==> src/rtl/tx_frame_arbiter_pkg.sv <==
// Shared types and constants for the transmit frame-info arbiter.
package tx_arb_pkg;

    localparam int LEN_W = 11;
    localparam int TF_W  = LEN_W + 1;

    // The encoding is the src bit written into the frame-info FIFO.
    typedef enum logic {
        SRC_TC = 1'b0,
        SRC_DB = 1'b1
    } src_t;

endpackage

==> src/rtl/tx_frame_arbiter_req_queue.sv <==
// Small synchronous FIFO holding pending frame lengths for one producer.
module req_queue #(
    parameter int WIDTH = 11,
    parameter int DEPTH = 4
) (
    input  logic             clk,
    input  logic             reset,
    input  logic             push,
    input  logic [WIDTH-1:0] pushData,
    input  logic             pop,
    output logic [WIDTH-1:0] head,
    output logic             empty,
    output logic             full
);

    localparam int AW = $clog2(DEPTH);

    logic [WIDTH-1:0] mem [DEPTH];
    logic [AW-1:0]    rdPtr;
    logic [AW-1:0]    wrPtr;
    logic [AW:0]      count;
    logic             doPush;
    logic             doPop;

    assign empty  = (count == '0);
    assign full   = (count == (AW+1)'(DEPTH));
    assign head   = mem[rdPtr];
    assign doPop  = pop && !empty;
    // A pop in the same cycle frees the slot, so a full queue still accepts.
    assign doPush = push && (!full || doPop);

    // NOTE: the storage array is deliberately not reset; emptiness is decided
    // by the pointers and count alone, so stale entries are never observed.
    always_ff @(posedge clk) begin
        if (doPush) begin
            mem[wrPtr] <= pushData;
        end
    end

    // NOTE: sequential state uses non-blocking assignments so every register
    // samples pre-edge values regardless of statement order.
    always_ff @(posedge clk) begin
        if (reset) begin
            rdPtr <= '0;
            wrPtr <= '0;
            count <= '0;
        end else begin
            if (doPush) wrPtr <= wrPtr + 1'b1;
            if (doPop)  rdPtr <= rdPtr + 1'b1;
            case ({doPush, doPop})
                2'b10:   count <= count + 1'b1;
                2'b01:   count <= count - 1'b1;
                default: count <= count;
            endcase
        end
    end

endmodule

==> src/rtl/tx_frame_arbiter.sv <==
// Round-robin scheduler of db/tc transmit descriptors into the frame-info FIFO.
module tx_frame_arbiter #(
    parameter int LEN_W  = tx_arb_pkg::LEN_W,
    parameter int QDEPTH = 4
) (
    input  logic             clk,
    input  logic             reset,
    input  logic             txStart_db,
    input  logic [LEN_W-1:0] txByteTotal_db,
    input  logic             txStart_tc,
    input  logic [LEN_W-1:0] txByteTotal_tc,
    input  logic             tfFifoFull,
    output logic [LEN_W:0]   tfFifoIn,
    output logic             tfWrEn,
    output logic             ovf_db,
    output logic             ovf_tc,
    output logic [15:0]      frames_db,
    output logic [15:0]      frames_tc,
    output logic             busy
);

    import tx_arb_pkg::*;

    logic [LEN_W-1:0] headDb;
    logic [LEN_W-1:0] headTc;
    logic             emptyDb;
    logic             emptyTc;
    logic             fullDb;
    logic             fullTc;
    logic             grantDb;
    logic             grantTc;
    src_t             rrLast;
    src_t             rrLastNext;

    req_queue #(.WIDTH(LEN_W), .DEPTH(QDEPTH)) uQueueDb (
        .clk      (clk),
        .reset    (reset),
        .push     (txStart_db),
        .pushData (txByteTotal_db),
        .pop      (grantDb),
        .head     (headDb),
        .empty    (emptyDb),
        .full     (fullDb)
    );

    req_queue #(.WIDTH(LEN_W), .DEPTH(QDEPTH)) uQueueTc (
        .clk      (clk),
        .reset    (reset),
        .push     (txStart_tc),
        .pushData (txByteTotal_tc),
        .pop      (grantTc),
        .head     (headTc),
        .empty    (emptyTc),
        .full     (fullTc)
    );

    // NOTE: every output of this block gets a default first, so no path
    // leaves a value unassigned and no latch is inferred.
    always_comb begin
        grantDb    = 1'b0;
        grantTc    = 1'b0;
        rrLastNext = rrLast;
        if (!tfFifoFull) begin
            if (!emptyDb && (emptyTc || rrLast == SRC_TC)) begin
                grantDb    = 1'b1;
                rrLastNext = SRC_DB;
            end else if (!emptyTc) begin
                grantTc    = 1'b1;
                rrLastNext = SRC_TC;
            end
        end
    end

    always_ff @(posedge clk) begin
        if (reset) begin
            rrLast    <= SRC_TC;
            tfWrEn    <= 1'b0;
            tfFifoIn  <= '0;
            frames_db <= '0;
            frames_tc <= '0;
        end else begin
            rrLast <= rrLastNext;
            tfWrEn <= grantDb || grantTc;
            if (grantDb) begin
                tfFifoIn  <= {SRC_DB, headDb};
                frames_db <= frames_db + 16'd1;
            end else if (grantTc) begin
                tfFifoIn  <= {SRC_TC, headTc};
                frames_tc <= frames_tc + 16'd1;
            end
        end
    end

    // A descriptor is lost only when its queue is full and nothing pops it.
    always_ff @(posedge clk) begin
        if (reset) begin
            ovf_db <= 1'b0;
            ovf_tc <= 1'b0;
        end else begin
            if (txStart_db && fullDb && !grantDb) ovf_db <= 1'b1;
            if (txStart_tc && fullTc && !grantTc) ovf_tc <= 1'b1;
        end
    end

    assign busy = !emptyDb || !emptyTc || tfWrEn;

endmodule

==> config.mk <==
export PLATFORM = sky130hd
export DESIGN_NAME = tx_frame_arbiter
export DESIGN_NICKNAME = d
export VERILOG_FILES = /design/src/rtl/tx_frame_arbiter_pkg.sv /design/src/rtl/tx_frame_arbiter_req_queue.sv /design/src/rtl/tx_frame_arbiter.sv
export SDC_FILE = /design/constraint.sdc
export NUM_CORES = 1
export LEC_CHECK = 0
export ABC_AREA = 0
export BUFFER_PORTS_ARGS = -buffer_cell sky130_fd_sc_hd__buf_2
export CORE_MARGIN = 4
export CORE_UTILIZATION = 40
export CTS_CLUSTER_SIZE = 10
export DETAILED_ROUTE_END_ITERATION = 16
export HOLD_SLACK_MARGIN = 0.06
export PLACE_DENSITY_LB_ADDON = 0.25
export SLEW_MARGIN = 20
export SYNTH_ARGS = -nofsm -noshare
export SYNTH_HDL_FRONTEND = slang
export SYNTH_SLANG_ARGS = --single-unit
==> constraint.sdc <==
create_clock -name clk -period 2.4 [get_ports clk]
set_input_delay 0.24 -clock clk [delete_from_list [all_inputs] [get_ports clk]]
set_output_delay 0.24 -clock clk [all_outputs]
set_load 0.05 [all_outputs]
==> metrics.cfg <==
[outcome]
outcome=complete, no violations

[grt]
grt_max_degree=32
grt.overflow.total=0
grt_pass1_wl_um=22710
antenna_found_initial=1
grt_pass1_vias=4437
track_usage_pct=15.96

[timing]
hold_viol_final=0
drv_slew=0
layout_setup_ws_ns=0.1681
fmax_mhz=448.0
setup_tns_ns=0
min_period_over_period_pct=93.00
grt_setup_unrepaired=false
slew_headroom_pct=59.33
min_period_ns=2.232
skew_ns=0.007559
tightest_slew_ns=0.6060
setup_viol=0

[clock_tree]
clkSinkCount=154
clk_latency_ns=0.41
clkTransAtPathRegs_ns=0.06
numCtsBuffers=17
tritoncts=yes
ctsRootBufferMaster=clkbuf_16
cts_htree_levels=4
cts.path.max_buffers=2

[worst_setup_path]
path_buf_inv=2
path_common_cell=or3_1
endpoint_kind=primary output
arrival_ns=1.99
cp_max_fo=7
worstPathRequired_ns=2.16
cp-start-kind=register
slowest_delay_ns=0.50
crit_family=simple AND/OR/NAND/NOR gates
cp_cell_sequence=buf_4 -> or3_1 -> or3_1 -> buf_2
cp_slowest_cell=or3_1
crit_type=reg -> out

[placement]
numPlacedInstances=790
post-dp-hpwl_um=9876
finalWeightedCongestion=0.8131
portBuffers=74
dp_slack_ns=0.07580

[floorplanning]
fp.dieH_um=135.1
core.rowCount=46
ios=75
die_area_mm2=0.01825
core_mm2=0.01583
die_w_um=135.1
initial_core_util_pct=40.82

[route]
antenna_left=0
vias=4409
drt-pass1-iter-count=4
wl_met1_um=6145
highest_layer=met5
via_per_inst=5.224
wl_um=13970
drtIter0Drc=269
wl_met3_um=402
drcViolationCount=0
wl_per_cell_um=16.55
dr_wl_met2_um=7245

[hold_path]
hp-class=in -> reg

[logic_synthesis]
syn-num-nets=531
syn_area_mm2=0.006461
ys_warn_count=0
synth_top_flop_cell=edfxtp_1
ys_ff_latch=154
syn_avg_cell_area_um2=13.16
ys_types=54
synth-async-reset-ratio_pct=0
synthCells=491
synth_edf_count=88
yosysSeqAreaShare_pct=61.35

[layout]
diodes=0
final_cells=844
fillers=1370
nNetsFinal=655
syn_to_final_growth_pct=25.29
drive_gt1_share_pct=28.82

[pwr]
p_leak_uw=0.002912
powerDensity_mw_per_mm2=1086
ir_drop_mv=0.5429

[job]
max_cap_viol_count=0

-- metrics by stage --
stage | hold WS, ns | instance area (µm²) | total power [µW] | utilization (%)
6_report | 0.08825 | 8095 | 8794 | 51.15
5_1_grt | 0.07427 | 8095 | 9238 | 51.15
4_1_cts | 0.06486 | 8071 | 8844 | 51.00
3_5_place_dp | 0.4496 | 7262 | 6132 | 45.88
3_3_place_gp | 0.4427 | 7262 | 6073 | 45.88
2_1_floorplan | 0.3389 | 6476 | 5320 | -
-- path summary, 6_finish.rpt --
check                                        from                 end  slack [ns]  cells after the start
worst max-delay path            uQueueTc.count[0]                busy        0.17                      4
worst min-delay path            txByteTotal_tc[5]  uQueueTc.mem[3][5]        0.09                      1
worst max register to register  uQueueDb.count[0]   uQueueDb.count[2]        0.19                      8
worst min register to register        tfFifoIn[1]         tfFifoIn[1]        0.47                      1
-- where the power goes --
part           internal, µW  switching, µW  total, µW
combinational          1050           1700       2750
sequential             3140            227       3370
clock                  1570           1110       2680
-- placed cells by master (no fill, tap or decap), types with 11 or more instances in the layout --
cell type	n
a21oi_1	28
buf_2	74
nand2_1	21
dlygate4sd3_1	21
ha_1	11
o21ai_0	24
or4_1	13
clkbuf_16	17
mux4_2	22
nand3_1	13
buf_4	33
dfxtp_1	65
edfxtp_1	88
o31ai_1	12
nor2_1	38
inv_1	13
-- layer usage --
metal	vias up	global-route usage, %
li1	2134	-
met1	2187	20.43
met2	70	27.38
met3	16	3.055
met4	2	5.263
met5	-	0
-- cell type report --
| class | instances | area, µm² | area share (%) |
|---|---|---|---|
| Sequential cell | 154 | 3965 | 48.98 |
| Tap cell | 216 | 270.3 | 3.338 |
| Multi-Input combinational cell | 298 | 2355 | 29.09 |
| Clock buffer | 17 | 425.4 | 5.255 |
| Inverter | 15 | 57.56 | 0.7110 |
| Timing Repair Buffer | 129 | 848.3 | 10.48 |
| Clock inverter | 15 | 173.9 | 2.148 |
-- cell usage after synthesis, drive strengths merged (2+ instances only) --
cell type	count	area, µm²
buf	10	61.30
clkbuf	14	52.55
xnor2	10	87.58
nor2b	3	18.77
ha	11	137.6
and2	9	56.30
o31a	2	17.52
nand3	14	70.07
and3	2	12.51
mux2i	2	20.02
a21oi	28	140.1
inv	13	48.80
o2bb2ai	10	87.58
fa	2	40.04
and4	2	17.52
or4	13	97.59
o21ai	26	130.1
or3	11	73.82
a21boi	10	75.07
nor2	38	142.6
edfxtp	88	2643
nand2b	3	18.77
nor3	2	26.28
nand4	6	37.54
xor2	6	52.55
mux4	22	495.5
clkinv	2	7.510
mux2	5	56.30
o31ai	13	111.4
dfxtp	66	1321
nor4	8	50.05
nand2	21	78.83
o2111ai	4	41.29
a41oi	2	17.52
-- flip-flops by register name, summed over array words and instances, names as in the netlist, 2 cells and up, named ones only --
| register | count |
|---|---|
| tfFifoIn | 12 |
| uQueueDb.rdPtr | 2 |
| uQueueDb.wrPtr | 2 |
| uQueueDb.count | 3 |
| uQueueTc.rdPtr | 2 |
| frames_tc | 16 |
| uQueueTc.count | 3 |
| frames_db | 16 |
| uQueueTc.wrPtr | 2 |
| uQueueDb.mem | 44 |
| uQueueTc.mem | 44 |
-- timing repair --
item,CTS,global route
setup endpoints to repair,0,1
hold buffers,21,0
resized for setup,0,3
setup buffers,0,1
endpoints found under the hold margin,84,0
-- cells by family after synthesis --
group / count (synthesis) / synth area share [%]
adder cells (fa/ha/maj): 13 / 2.750
flip-flops: 154 / 61.35
buffers and inverters: 39 / 2.634
AND/OR/NAND/NOR: 136 / 11.31
multiplexers: 29 / 8.850
XOR/XNOR: 16 / 2.169
AO/OA/AOI/OAI: 104 / 10.94
Power figures use the tool's default switching activity.
